==> config.mk <==
export PLATFORM = sky130hd
export DESIGN_NAME = uart_seq_trig_rx_flat
export DESIGN_NICKNAME = d
export VERILOG_FILES = /design/src/rtl/uart_trig_pkg.sv /design/src/rtl/uart_seq_trig_rx_if.sv /design/src/rtl/uart_rx_frame.sv /design/src/rtl/uart_seq_trig_rx.sv /design/src/flat_wrapper.sv
export SDC_FILE = /design/constraint.sdc
export NUM_CORES = 1
export LEC_CHECK = 0
export BUFFER_PORTS_ARGS = -buffer_cell sky130_fd_sc_hd__buf_4
export CAP_MARGIN = 20
export CORE_MARGIN = 2
export CORE_UTILIZATION = 25
export DETAILED_ROUTE_END_ITERATION = 8
export PLACE_DENSITY = 0.43
export SYNTH_ARGS = -nofsm -noshare
export SYNTH_HDL_FRONTEND = slang
export SYNTH_SLANG_ARGS = --single-unit
==> constraint.sdc <==
create_clock -name clk -period 3.1 [get_ports clk]
set_clock_uncertainty 0.2 [all_clocks]
set_input_delay 0.31 -clock clk [delete_from_list [all_inputs] [get_ports clk]]
set_output_delay 0.31 -clock clk [all_outputs]
set_load 0.01 [all_outputs]
==> src/rtl/uart_trig_pkg.sv <==
// Shared types for the UART sequence trigger: receiver FSM states and the
// masked word compare used by the sequence matcher.
package uart_trig_pkg;

  // Widest supported data word; narrower words are zero-extended before compare.
  localparam int MATCH_W = 9;

  typedef enum logic [2:0] {
    IDLE,
    START,
    DATA,
    PARITY,
    STOP
  } rx_state_t;

  // Zero-extended upper bits compare equal, so they never block a match.
  function automatic logic word_match(input logic [MATCH_W-1:0] w,
                                      input logic [MATCH_W-1:0] m,
                                      input logic [MATCH_W-1:0] mk);
    return &((w ~^ m) | mk);
  endfunction

endpackage

==> src/rtl/uart_seq_trig_rx_if.sv <==
// Serial line, matcher programming and received-word reporting for the
// UART sequence trigger; master drives the line and configuration.
interface uart_seq_trig_rx_if #(
  parameter int DATA_BITS = 8,
  parameter int SEQ_LEN   = 2,
  parameter int BAUD_W    = 16,
  parameter int IDX_W     = $clog2(SEQ_LEN + 1)
);
  logic                           RX;
  logic [BAUD_W-1:0]              baud_cnt;
  logic [SEQ_LEN*DATA_BITS-1:0]   match;
  logic [SEQ_LEN*DATA_BITS-1:0]   mask;
  logic                           armed;
  logic                           UARTtrig;
  logic [DATA_BITS-1:0]           rx_data;
  logic                           rx_rdy;
  logic                           frame_err;
  logic                           parity_err;
  logic [IDX_W-1:0]               seq_idx;

  modport master (
    output RX, baud_cnt, match, mask, armed,
    input  UARTtrig, rx_data, rx_rdy, frame_err, parity_err, seq_idx
  );

  modport slave (
    input  RX, baud_cnt, match, mask, armed,
    output UARTtrig, rx_data, rx_rdy, frame_err, parity_err, seq_idx
  );
endinterface

==> src/rtl/uart_rx_frame.sv <==
// UART frame receiver: synchroniser, baud timing, frame FSM, parity and stop
// checks. Result strobes are asserted in the stop-sample cycle.
module uart_rx_frame
  import uart_trig_pkg::*;
#(
  parameter int DATA_BITS  = 8,
  parameter int PARITY_EN  = 0,
  parameter int PARITY_ODD = 0,
  parameter int BAUD_W     = 16
) (
  input  logic                 clk,
  input  logic                 rst_n,
  input  logic                 rx,
  input  logic [BAUD_W-1:0]    baud_cnt,
  output logic [DATA_BITS-1:0] word,
  output logic                 word_vld,
  output logic                 ferr,
  output logic                 perr
);

  logic                 rx_meta;
  logic                 rx_s;
  rx_state_t            state;
  logic [BAUD_W-1:0]    cnt;
  logic [BAUD_W-1:0]    bd_q;
  logic [3:0]           bit_idx;
  logic [DATA_BITS-1:0] shreg;
  logic                 perr_q;
  logic                 stop_pt;

  always_ff @(posedge clk or negedge rst_n) begin
    if (!rst_n) begin
      rx_meta <= 1'b1;
      rx_s    <= 1'b1;
    end else begin
      rx_meta <= rx;
      rx_s    <= rx_meta;
    end
  end

  // The counter restarts at 1 on each event so the next sample lands exactly bd_q clocks later.
  always_ff @(posedge clk or negedge rst_n) begin
    if (!rst_n) begin
      state   <= IDLE;
      cnt     <= '0;
      bd_q    <= '0;
      bit_idx <= '0;
      shreg   <= '0;
      perr_q  <= 1'b0;
    end else begin
      cnt <= cnt + 1'b1;
      case (state)
        IDLE: begin
          if (!rx_s) begin
            state  <= START;
            cnt    <= BAUD_W'(1);
            bd_q   <= baud_cnt;
            perr_q <= 1'b0;
          end
        end
        START: begin
          if (cnt == (bd_q >> 1)) begin
            cnt     <= BAUD_W'(1);
            bit_idx <= '0;
            state   <= rx_s ? IDLE : DATA;
          end
        end
        DATA: begin
          if (cnt == bd_q) begin
            cnt     <= BAUD_W'(1);
            shreg   <= {rx_s, shreg[DATA_BITS-1:1]};
            bit_idx <= bit_idx + 1'b1;
            if (bit_idx == 4'(DATA_BITS - 1))
              state <= (PARITY_EN != 0) ? PARITY : STOP;
          end
        end
        PARITY: begin
          if (cnt == bd_q) begin
            cnt    <= BAUD_W'(1);
            perr_q <= ((^shreg) ^ rx_s) != 1'(PARITY_ODD);
            state  <= STOP;
          end
        end
        STOP: begin
          if (cnt == bd_q) begin
            cnt   <= BAUD_W'(1);
            state <= IDLE;
          end
        end
        default: state <= IDLE;
      endcase
    end
  end

  assign stop_pt  = (state == STOP) && (cnt == bd_q);
  assign word     = shreg;
  assign word_vld = stop_pt && rx_s && !perr_q;
  assign ferr     = stop_pt && !rx_s;
  assign perr     = stop_pt && perr_q;

endmodule

==> src/rtl/uart_seq_trig_rx.sv <==
// UART receive trigger: frames words via uart_rx_frame and fires a one-cycle
// trigger when SEQ_LEN consecutive good words match the masked sequence.
module uart_seq_trig_rx
  import uart_trig_pkg::*;
#(
  parameter int DATA_BITS  = 8,
  parameter int SEQ_LEN    = 2,
  parameter int PARITY_EN  = 0,
  parameter int PARITY_ODD = 0,
  parameter int BAUD_W     = 16
) (
  input logic               clk,
  input logic               rst_n,
  uart_seq_trig_rx_if.slave bus
);

  localparam int IDX_W = $clog2(SEQ_LEN + 1);
  localparam logic [IDX_W-1:0] LAST_IDX = IDX_W'(SEQ_LEN - 1);

  logic [DATA_BITS-1:0] word;
  logic                 word_vld;
  logic                 ferr;
  logic                 perr;
  logic                 hit_cur;
  logic                 hit_first;
  logic [IDX_W-1:0]     seq_idx_q;
  logic [DATA_BITS-1:0] data_q;
  logic                 rdy_q;
  logic                 trig_q;
  logic                 ferr_q;
  logic                 perr_q;

  uart_rx_frame #(
    .DATA_BITS (DATA_BITS),
    .PARITY_EN (PARITY_EN),
    .PARITY_ODD(PARITY_ODD),
    .BAUD_W    (BAUD_W)
  ) u_frame (
    .clk     (clk),
    .rst_n   (rst_n),
    .rx      (bus.RX),
    .baud_cnt(bus.baud_cnt),
    .word    (word),
    .word_vld(word_vld),
    .ferr    (ferr),
    .perr    (perr)
  );

  always_comb begin
    hit_cur   = word_match(MATCH_W'(word),
                           MATCH_W'(bus.match[int'(seq_idx_q)*DATA_BITS +: DATA_BITS]),
                           MATCH_W'(bus.mask[int'(seq_idx_q)*DATA_BITS +: DATA_BITS]));
    hit_first = word_match(MATCH_W'(word),
                           MATCH_W'(bus.match[DATA_BITS-1:0]),
                           MATCH_W'(bus.mask[DATA_BITS-1:0]));
  end

  // A mismatch that still matches word 0 restarts the sequence at index 1.
  always_ff @(posedge clk or negedge rst_n) begin
    if (!rst_n) begin
      seq_idx_q <= '0;
      data_q    <= '0;
      rdy_q     <= 1'b0;
      trig_q    <= 1'b0;
      ferr_q    <= 1'b0;
      perr_q    <= 1'b0;
    end else begin
      rdy_q  <= word_vld;
      ferr_q <= ferr;
      perr_q <= perr;
      trig_q <= 1'b0;
      if (word_vld)
        data_q <= word;
      if (!bus.armed || ferr || perr) begin
        seq_idx_q <= '0;
      end else if (word_vld) begin
        if (hit_cur && seq_idx_q == LAST_IDX) begin
          trig_q    <= 1'b1;
          seq_idx_q <= '0;
        end else if (hit_cur) begin
          seq_idx_q <= seq_idx_q + 1'b1;
        end else if (hit_first) begin
          seq_idx_q <= IDX_W'(1);
        end else begin
          seq_idx_q <= '0;
        end
      end
    end
  end

  assign bus.UARTtrig   = trig_q;
  assign bus.rx_data    = data_q;
  assign bus.rx_rdy     = rdy_q;
  assign bus.frame_err  = ferr_q;
  assign bus.parity_err = perr_q;
  assign bus.seq_idx    = seq_idx_q;

endmodule

==> src/flat_wrapper.sv <==
// flat-port wrapper written by rule: the top's interface ports become plain ports
module uart_seq_trig_rx_flat import uart_trig_pkg::*;
#(
  parameter int DATA_BITS  = 8,
  parameter int SEQ_LEN    = 2,
  parameter int PARITY_EN  = 0,
  parameter int PARITY_ODD = 0,
  parameter int BAUD_W     = 16
)
  (clk, rst_n, bus_RX, bus_baud_cnt, bus_match, bus_mask, bus_armed, bus_UARTtrig, bus_rx_data, bus_rx_rdy, bus_frame_err, bus_parity_err, bus_seq_idx);
  uart_seq_trig_rx_if #(.DATA_BITS(DATA_BITS), .SEQ_LEN(SEQ_LEN), .BAUD_W(BAUD_W)) bus_i ();
  input logic clk;
  input logic rst_n;
  input wire logic [$bits(bus_i.RX)-1:0] bus_RX;
  input wire logic [$bits(bus_i.baud_cnt)-1:0] bus_baud_cnt;
  input wire logic [$bits(bus_i.match)-1:0] bus_match;
  input wire logic [$bits(bus_i.mask)-1:0] bus_mask;
  input wire logic [$bits(bus_i.armed)-1:0] bus_armed;
  output wire logic [$bits(bus_i.UARTtrig)-1:0] bus_UARTtrig;
  output wire logic [$bits(bus_i.rx_data)-1:0] bus_rx_data;
  output wire logic [$bits(bus_i.rx_rdy)-1:0] bus_rx_rdy;
  output wire logic [$bits(bus_i.frame_err)-1:0] bus_frame_err;
  output wire logic [$bits(bus_i.parity_err)-1:0] bus_parity_err;
  output wire logic [$bits(bus_i.seq_idx)-1:0] bus_seq_idx;
  assign bus_i.RX = bus_RX;
  assign bus_i.baud_cnt = bus_baud_cnt;
  assign bus_i.match = bus_match;
  assign bus_i.mask = bus_mask;
  assign bus_i.armed = bus_armed;
  assign bus_UARTtrig = bus_i.UARTtrig;
  assign bus_rx_data = bus_i.rx_data;
  assign bus_rx_rdy = bus_i.rx_rdy;
  assign bus_frame_err = bus_i.frame_err;
  assign bus_parity_err = bus_i.parity_err;
  assign bus_seq_idx = bus_i.seq_idx;
  uart_seq_trig_rx #(.DATA_BITS(DATA_BITS), .SEQ_LEN(SEQ_LEN), .PARITY_EN(PARITY_EN), .PARITY_ODD(PARITY_ODD), .BAUD_W(BAUD_W)) u_core (.clk(clk), .rst_n(rst_n), .bus(bus_i));
endmodule
Word level (Yosys, flattened, before mapping)
Cells that the tools add are included.
{"block": "classes", "n_addsub": 3, "eq_ne": 14, "n_reduce_logical": 24, "bitwise": 6, "muxes": 26, "shift": 2}
{"op": "$mux W16", "n": 3}
{"op": "$pmux W16 S3", "n": 1}
{"op": "$shiftx A16 B6 Y8", "n": 2}
{"op": "$mux W3", "n": 6}
{"op": "$or A9 B8 Y9", "n": 2}
{"op": "$reduce_and A9 Y1", "n": 2}
{"op": "$xnor A8 B8 Y9", "n": 2}
{"op": "$add A16 B1 Y16 const B", "n": 1}
{"op": "$eq A16 B15 Y1", "n": 1}
{"op": "$eq A16 B16 Y1", "n": 1}
{"op": "$pmux W3 S5", "n": 1}
{"op": "$ne A2 B2 Y1 const B", "n": 6}
{"op": "$mux W2", "n": 5}
{"op": "$mux W4", "n": 2}
{"op": "$pmux W4 S2", "n": 1}
{"op": "$reduce_xor A8 Y1", "n": 1}
{"op": "$eq A3 B2 Y1 const B", "n": 2}
{"op": "$logic_and A1 B1 Y1", "n": 6}
{"op": "$mux W1", "n": 6}
{"op": "$reduce_and A3 Y1", "n": 2}
{"op": "$reduce_and A6 Y1", "n": 1}
{"op": "$reduce_bool A2 Y1", "n": 3}
{"op": "$add A4 B1 Y4 const B", "n": 1}
{"op": "$eq A4 B3 Y1 const B", "n": 1}
{"op": "other kinds (12)", "n": 16}
{"block": "word_totals", "output_inout_bits": 14, "inputBits": 52, "ff_bits": 64}

Logic depth before layout (Yosys ltp)
Gate-level depths: netlist of run 1.
{"block": "logic_depth", "word_depth": 8, "depth_mapped": 8, "depth_no_buf": 6}

By module
From an unflattened synthesis of run 1, not the netlist that was laid out.
{"block": "hier_totals", "cells_unflattened": 340, "hier_area_um2": 3687.3}
{"mod": "uart_rx_frame", "seq_area_each_um2": 1253.7, "area_per_inst_um2": 2643.8, "n_inst": 1, "cells_per_inst": 235}
{"mod": "uart_seq_trig_rx", "seq_area_each_um2": 350.3, "area_per_inst_um2": 1043.5, "n_inst": 1, "cells_per_inst": 105}

Worst setup path before layout of run 1
No wires, ideal clock.
{"block": "synth_timing", "path_kind": "register -> register", "start": "register u_core.u_frame.cnt[10]", "end": "register u_core.data_q[0] (netlist: u_core.bus.rx_data[0])", "path_slack_ns": 0.791, "path_stages_with_launch": 7, "arrival_ns": 1.985, "required_time_ns": 2.775, "setup_ns": 0.125, "path_cell_list": "dfrtp_1 buf_6 xor2_1 nor4_2 nand4_2 nor4_4 mux2_2"}
{"block": "synth_between", "elab_chain_len": 4}
{"item": "from (decl)", "line_no": "uart_rx_frame.sv:24", "text": "logic [BAUD_W-1:0] cnt;"}
{"item": "from (signal assigned)", "line_no": "uart_rx_frame.sv:51", "text": "cnt <= cnt + 1'b1;"}
{"item": "$eq A16 B16 Y1", "line_no": "uart_rx_frame.sv:95", "text": "assign stop_pt = (state == STOP) && (cnt == bd_q);"}
{"item": "$logic_and A1 B1 Y1", "line_no": "uart_rx_frame.sv:95"}
{"item": "$logic_and A1 B1 Y1 (2 in series)", "line_no": "uart_rx_frame.sv:97", "text": "assign word_vld = stop_pt && rx_s && !perr_q;"}
{"item": "net u_core.u_frame.word_vld", "line_no": "uart_rx_frame.sv:16", "text": "output logic word_vld,"}
{"item": "to (signal assigned)", "line_no": "uart_seq_trig_rx.sv:73", "text": "data_q <= word;"}
{"item": "to (decl)", "line_no": "uart_seq_trig_rx.sv:27", "text": "logic [DATA_BITS-1:0] data_q;"}
The timed path passes the listed nets, and every way through them passes these cells.
A chain may end at the register's enable or synchronous reset.

Worst setup path after layout of run 1
{"block": "layout_timing", "start": "register u_core.u_frame.cnt[11]", "end": "register u_core.seq_idx_q[1] (netlist: u_core.bus.seq_idx[1])"}
{"block": "layout_between", "elab_chain_len": 6, "word_cells_on_any_way": 10, "cone_classes": "1 x eq/ne; 1 x mux; 8 x reduce/logical"}
{"item": "$eq A16 B16 Y1 (*)", "line_no": "uart_rx_frame.sv:95"}
{"item": "$logic_and A1 B1 Y1 (*)", "line_no": "uart_rx_frame.sv:95"}
{"item": "$logic_and A1 B1 Y1", "line_no": "uart_rx_frame.sv:98", "text": "assign ferr = stop_pt && !rx_s;"}
{"item": "$logic_or A1 B1 Y1 (2 in series)", "line_no": "uart_seq_trig_rx.sv:74", "text": "if (!bus.armed || ferr || perr) begin"}
{"item": "$mux W2 or $reduce_bool A2 Y1 (tied branches)"}
{"item": "to (signal assigned)", "line_no": "uart_seq_trig_rx.sv:81", "text": "seq_idx_q <= seq_idx_q + 1'b1;"}
{"item": "to (decl)", "line_no": "uart_seq_trig_rx.sv:26", "text": "logic [IDX_W-1:0] seq_idx_q;"}
Mark *: on every way between the ends. The rest lies on a longest branch, timed or not.

==> flow_summary.yaml, run 1 <==
floorplan:
  rows: 44
  fp.dieW_um: 125
  start_util: 0.255
  die_height_um: 125
  coreArea_um2: 14400
  die_area_um2: 15700
  boundaryPins: 66
timing:
  relSlewSlack: 0.453
  max_freq_ghz: 0.395
  maxSlewViolCount: 0
  worstMarginPinSlew_ns: 0.820
  setup_tns_ns: 0
  period_share: 0.816
  final-hold-violation-count: 0
  rsz0062_at_grt: "no"
  period_minus_slack_ns: 2.53
  setup_viol: 0
global_routing:
  grt_start_max_net_pins: 65
  antenna_found_initial: 0
  grt_pass1_wl_mm: 15.0
  grt_pass1_vias: 2835
  grt.total_usage: 0.123
  grt_overflow_total: 0
worst_setup_path:
  end_kind: "register"
  cp.required_ns: 3.16
  r2r_slack_ns: 0.57
  critPathArrivalTime_ns: 2.59
  crit_fanout: 15
  start_kind: "register"
  crit_type: "reg2reg"
run:
  drv_cap: 0
power_and_ir_drop:
  vdd_ir_drop_max_uv: 249
  pwr_density_cell_nw_per_um2: 503
  p_leak_nw: 2.17
synth:
  avgSynthCellArea_um2: 10.5
  syn-cell-area_um2: 3680
  synth_seq_area_share: 0.436
  synth_cell_types: 50
  netlist_instances: 350
  synth_nets: 405
  synth_ff_type: "dfrtp_1"
  synth_enable_flop_cells: 0
  synth-seq-cells: 64
  synth_async_sr_flop_share: 1.00
  ys.warnings.count: 0
route:
  wl_mm: 9.27
  wl_met3_um: 497
  drc: 0
  drtPass1Iterations: 4
  detail_route.wl_per_cell_um: 15.1
  wl_met1_mm: 4.62
  ant_nets: 0
  top_layer: "met4"
  viasPerCell: 4.63
  vias: 2840
  drt_iter0_drc: 147
  wl_met2_mm: 3.96
layout:
  nets: 480
  num_antenna_cells: 0
  syn_to_final_growth_pct: 31.3
  stdcell_area_um2: 4830
  drive_gt1_frac: 0.305
placed_design:
  post-dp-hpwl_mm: 6.80
  portBuffers: 65
  placed_cell_area_um2: 4330
  gp_congestion: 0.794
clock_tree:
  htreeDepth: 3
  post_cts_buffers: 0
  clock_latency_ns: 0.34
  cts_made_buffers: 9
  cts_sinks: 64
  cts_root_buf: "clkbuf_16"
  cts_tree: "built"
  clk_path_buf_depth: 2
  clkTransAtPathRegs_ns: 0.06
worst_hold_path:
  hp-class: "in2reg"
outcome:
  status: "complete, no violations"
per-layer routing:
metal / global-route usage / up-vias
met5: 0 / -
met4: 0.0477 / 0
met3: 0.0394 / 14
met2: 0.171 / 65
met1: 0.175 / 1369
li1: - / 1392
cells in the mapped netlist, types with 7 or more instances:
| master | number | area, um^2 |
|---|---|---|
| nor4_1 | 7 | 43.8 |
| inv_1 | 8 | 30.0 |
| a21oi_1 | 8 | 40.0 |
| nor2_1 | 24 | 90.1 |
| dfrtp_1 | 62 | 1550 |
| xnor2_1 | 21 | 184 |
| nand2_1 | 10 | 37.5 |
| mux2_2 | 34 | 383 |
| nor3_1 | 9 | 45.0 |
| xor2_1 | 40 | 350 |
| clkbuf_1 | 17 | 63.8 |
| o21ai_0 | 7 | 35.0 |
| nand3_1 | 7 | 35.0 |
timing repair:
item                      in CTS  in global routing
hold endpoints to repair      79                  0
hold buffers                  18                  0
gates resized for setup        0                  0
where the power goes:
part | switching, mW | internal, mW | leakage [nW] | total, mW
sequential | 0.0972 | 0.894 | 0.829 | 0.991
clock | 0.363 | 0.741 | 0.159 | 1.10
combinational | 0.149 | 0.184 | 1.18 | 0.333
total | 0.609 | 1.82 | 2.17 | 2.43
flip-flops by register name (all words and copies together) (netlist names):
name	cells
u_core.u_frame.cnt	16
u_core.u_frame.bit_idx	4
u_core.bus.frame_err	1
u_core.u_frame.rx_s	1
u_core.u_frame.word	8
u_core.u_frame.state	3
u_core.u_frame.rx_meta	1
u_core.bus.rx_data	8
u_core.bus.seq_idx	2
u_core.bus.parity_err	1
u_core.u_frame.perr_q	1
u_core.u_frame.bd_q	16
u_core.bus.rx_rdy	1
u_core.bus.UARTtrig	1
final cells by class:
cell class              instances  area (um^2)
multi-input cells             253         1930
inverters                       9         33.8
fillers                      1496         9600
well taps                     184          230
clock inverters                 3         65.1
repair buffers                 88          706
clock buffers                  12          256
flip-flops and latches         64         1600
path summary, 6_finish.rpt:
path	from	endpoint	cells past startpoint
setup / recovery	u_core.u_frame.cnt[11]	u_core.bus.seq_idx[1]	7
hold / removal	bus_armed	u_core.bus.UARTtrig	3
setup reg to reg	u_core.u_frame.cnt[11]	u_core.bus.seq_idx[1]	7
hold reg to reg	u_core.u_frame.rx_meta	u_core.u_frame.rx_s	0
max in group asynchronous	rst_n	u_core.u_frame.word[5]	2
min in group asynchronous	rst_n	u_core.u_frame.bd_q[12]	2
cells in the final DEF (no fill, tap or decap), types with 7 or more instances in the layout:
cell type | Yosys | layout
buf_4 | 0 | 70
dfrtp_1 | 62 | 62
xor2_1 | 40 | 40
mux2_2 | 34 | 34
nor2_1 | 24 | 24
xnor2_1 | 21 | 21
dlygate4sd3_1 | 0 | 18
nand2_1 | 10 | 10
nor3_1 | 9 | 9
clkbuf_16 | 0 | 9
inv_1 | 8 | 8
a21oi_1 | 8 | 8
nor4_1 | 7 | 7
nand3_1 | 7 | 7
o21ai_0 | 7 | 7
kinds of logic after synthesis:
group	count (synthesis)	share of synthesized area
buf+inv	33	0.0378
simple gates	102	0.163
mux	40	0.120
xor+xnor	61	0.145
flops	64	0.436
compound gates	47	0.0865
fa+ha+maj	3	0.0102
critical path, stage by stage (launching register included):
cell and delay [ns]:
dfrtp_1 0.44, xor2_1 0.18, nor4_1 0.39, nand4_2 0.14
buf_4 0.22, or3_1 0.42, or3_1 0.32, o21ai_1 0.14
through the flow:
stage	power, mW	utilization	hold slack [ns]	instances	worst slack (ns)
5_1_grt	2.56	0.335	0.0345	613	0.369
4_1_cts	2.46	0.335	0.0169	613	0.542
3_5_place_dp	1.32	0.300	0.153	580	0.572
3_3_place_gp	1.32	0.300	0.149	580	0.605
6_report	2.43	0.335	0.0353	613	0.569
2_1_floorplan	1.19	-	-0.186	350	0.791
Power figures use the tool's default switching activity.
==> inputs of run 2 (changes only) <==
--- a/config.mk
+++ b/config.mk
@@ -10,7 +10,7 @@
 export CORE_MARGIN = 2
 export CORE_UTILIZATION = 25
 export DETAILED_ROUTE_END_ITERATION = 8
-export PLACE_DENSITY = 0.43
+export PLACE_DENSITY = 0.45
 export SYNTH_ARGS = -nofsm -noshare
 export SYNTH_HDL_FRONTEND = slang
 export SYNTH_SLANG_ARGS = --single-unit
==> constraint.sdc (replaced) <==
create_clock -name clk -period 2.3 [get_ports clk]
set_clock_uncertainty 0.2 [all_clocks]
set_input_delay 0.23 -clock clk [delete_from_list [all_inputs] [get_ports clk]]
set_output_delay 0.23 -clock clk [all_outputs]
set_load 0.01 [all_outputs]
==> run 2 against run 1 <==
  * Critical path type unchanged
  * Largest power group unchanged
  * Via count increased by 7.9%
  * Critical endpoint is now u_core.bus.rx_data[0]
  * Sequential share of layout area decreased by 3.5 points
  * Final area increased by 12%
  * Core utilization increased by 4.0 points
  * Non-clock buffer count increased by 56
  * Register-to-register slack got worse by 0.63 ns
  * The flow now finishes with violations (setup timing)
  * Global-route usage increased by 0.52 points
  * Worst hold slack improved by 0.12 ns
  * Critical path depth increased by 1
  * Setup slack got worse by 0.63 ns
  * Clock power increased by 23%
  * Fmax increased by 7.0%
==> flow_summary.yaml, run 2 (synthesis gave the netlist of run 1 again) <==
global_routing:
  grt_pass1_vias: 3106
  grt_start_max_net_pins: 65
  grt.total_usage: 0.128
  grt_pass1_wl_mm: 16.0
  grt_overflow_total: 0
  antenna_found_initial: 0
worst_setup_path:
  slowest_stage: "dfrtp_1"
  r2r_end: "u_core.bus.rx_data[0]"
  start_kind: "register"
  crit_buf_inv: 3
  cp.required_ns: 2.31
  crit_fanout: 5
  crit_chain: "xor2_1, nor4_1, buf_4, nand4_4, nor4_4, buf_6, clkbuf_16, mux2_4"
  crit_family: "simple AND/OR/NAND/NOR gates"
  r2r_slack_ns: -0.06
  critPathArrivalTime_ns: 2.38
  reg2reg_depth: 8
  crit_type: "reg2reg"
  critical_path.max_stage_delay_ns: 0.38
  end_kind: "register"
  r2r_start: "u_core.u_frame.cnt[15]"
clock_tree:
  cts_root_buf: "clkbuf_16"
  clock_latency_ns: 0.34
  cts_sinks: 64
  cts_made_buffers: 9
  clkTransAtPathRegs_ns: 0.05
  cts_tree: "built"
  clk_path_buf_depth: 2
  htreeDepth: 3
timing:
  worstMarginPinSlew_ns: 0.851
  period_share: 1.03
  rsz0062_at_grt: "yes"
  worst_slack_ns: -0.0650
  timing.hold.ws_ns: 0.155
  relSlewSlack: 0.433
  setup_viol: 8
  maxSlewViolCount: 0
  period_minus_slack_ns: 2.36
  final-hold-violation-count: 0
  max_freq_ghz: 0.423
route:
  detail_route.wl_per_cell_um: 14.9
  wl_met3_um: 364
  vias: 3063
  wl_mm: 9.99
  ant_nets: 0
  top_layer: "met4"
  drc: 0
  wl_met1_mm: 5.10
  drtPass1Iterations: 5
  drt_iter0_drc: 127
  wl_met2_mm: 4.39
  viasPerCell: 4.57
layout:
  reg.largest.list: "u_core.u_frame.bd_q: 16 flops, u_core.u_frame.cnt: 16 flops"
  final_common_cell: "buf_4"
  final_cell_mix: "119 x buf_4, 59 x dfrtp_1, 38 x xor2_1"
  nets: 536
  drive_gt1_frac: 0.412
  num_antenna_cells: 0
  syn_to_final_growth_pct: 47.2
floorplan:
  coreArea_um2: 14400
  start_util: 0.255
  rows: 44
  die_height_um: 125
  fp.dieW_um: 125
  die_area_um2: 15700
  boundaryPins: 66
power_and_ir_drop:
  p_leak_nw: 2.48
  power.total_mw: 3.28
  pwr_density_cell_nw_per_um2: 606
  vdd_ir_drop_max_uv: 298
worst_hold_path:
  hp-class: "reg2reg"
  hold_path_depth: 0
  min_to: "u_core.u_frame.rx_s"
  hp-start: "u_core.u_frame.rx_meta"
outcome:
  status: "complete, but fails checks"
  violations: "setup timing"
placed_design:
  preCtsSetupSlack_ns: -0.0933
  gp_congestion: 0.819
  post-dp-hpwl_mm: 7.18
  portBuffers: 65
run:
  drv_cap: 0
[run 2: cell types whose count changed in the layout (fill, tap and decap cells not counted), sizes merged]
cell and delta:
clkinv +2, bufinv -1, buf +54, dlygate4sd3 +1, clkbuf +1
[run 2: repair_timing]
action	CTS	global route
setup endpoints to repair	29	38
resized for setup	11	18
endpoints found under the hold margin	81	0
pin swaps	1	11
hold buffers	19	0
gates cloned	0	1
setup buffers	1	8
[run 2: routing by layer]
layer	global-route usage	up-vias
met5	0	-
met4	0.0399	0
met3	0.0278	9
met2	0.189	64
met1	0.186	1483
li1	-	1507
[run 2: final cells by class]
class,count,area (um^2)
clock inverter,4,45.0
tap,184,230
timing repair buffer,144,1190
sequential,64,1610
fill,1459,9010
multi-input combinational,253,2060
clock buffer,12,246
inverter,9,33.8
[run 2: worst reg2reg max path: cells and delay by family, from the launching register on]
| kind | cells | cell delay [ns] |
|---|---|---|
| XOR/XNOR | 1 | 0.18 |
| flip-flops | 1 | 0.38 |
| buffers and inverters | 3 | 0.48 |
| AND/OR/NAND/NOR | 3 | 0.72 |
| multiplexers | 1 | 0.29 |
[run 2: report_power, final]
group / leakage [nW] / internal, mW / switching [mW]
logic: 1.51 / 0.342 / 0.308
registers: 0.825 / 1.21 / 0.0757
clock network: 0.146 / 0.863 / 0.484
total: 2.48 / 2.41 / 0.868
[run 2: metrics by stage]
stage / std cells / TNS (ns) / instance area, um^2 / util
detailed placement: 625 / -0.360 / 4700 / 0.326
floorplan: 350 / 0 / 3680 / -
CTS: 661 / -0.312 / 5240 / 0.363
global route: 670 / -2.24 / 5410 / 0.375
global placement: 625 / -0.355 / 4700 / 0.326
finish: 670 / -0.417 / 5410 / 0.375
[run 2: worst max path at each step]
stage	startpoint	endpoint	slack [ns]	depth (start not counted)
detailed placement	u_core.u_frame.cnt[9]	u_core.bus.seq_idx[1]	-0.09	6
global placement	u_core.bus.seq_idx[0]	u_core.bus.seq_idx[0]	-0.05	7
CTS	u_core.u_frame.cnt[12]	u_core.bus.seq_idx[1]	-0.07	6
floorplan	u_core.bus.seq_idx[0]	u_core.bus.seq_idx[0]	0.04	8
global route	u_core.u_frame.cnt[15]	u_core.bus.rx_data[0]	-0.15	8
finish	u_core.u_frame.cnt[15]	u_core.bus.rx_data[0]	-0.06	8
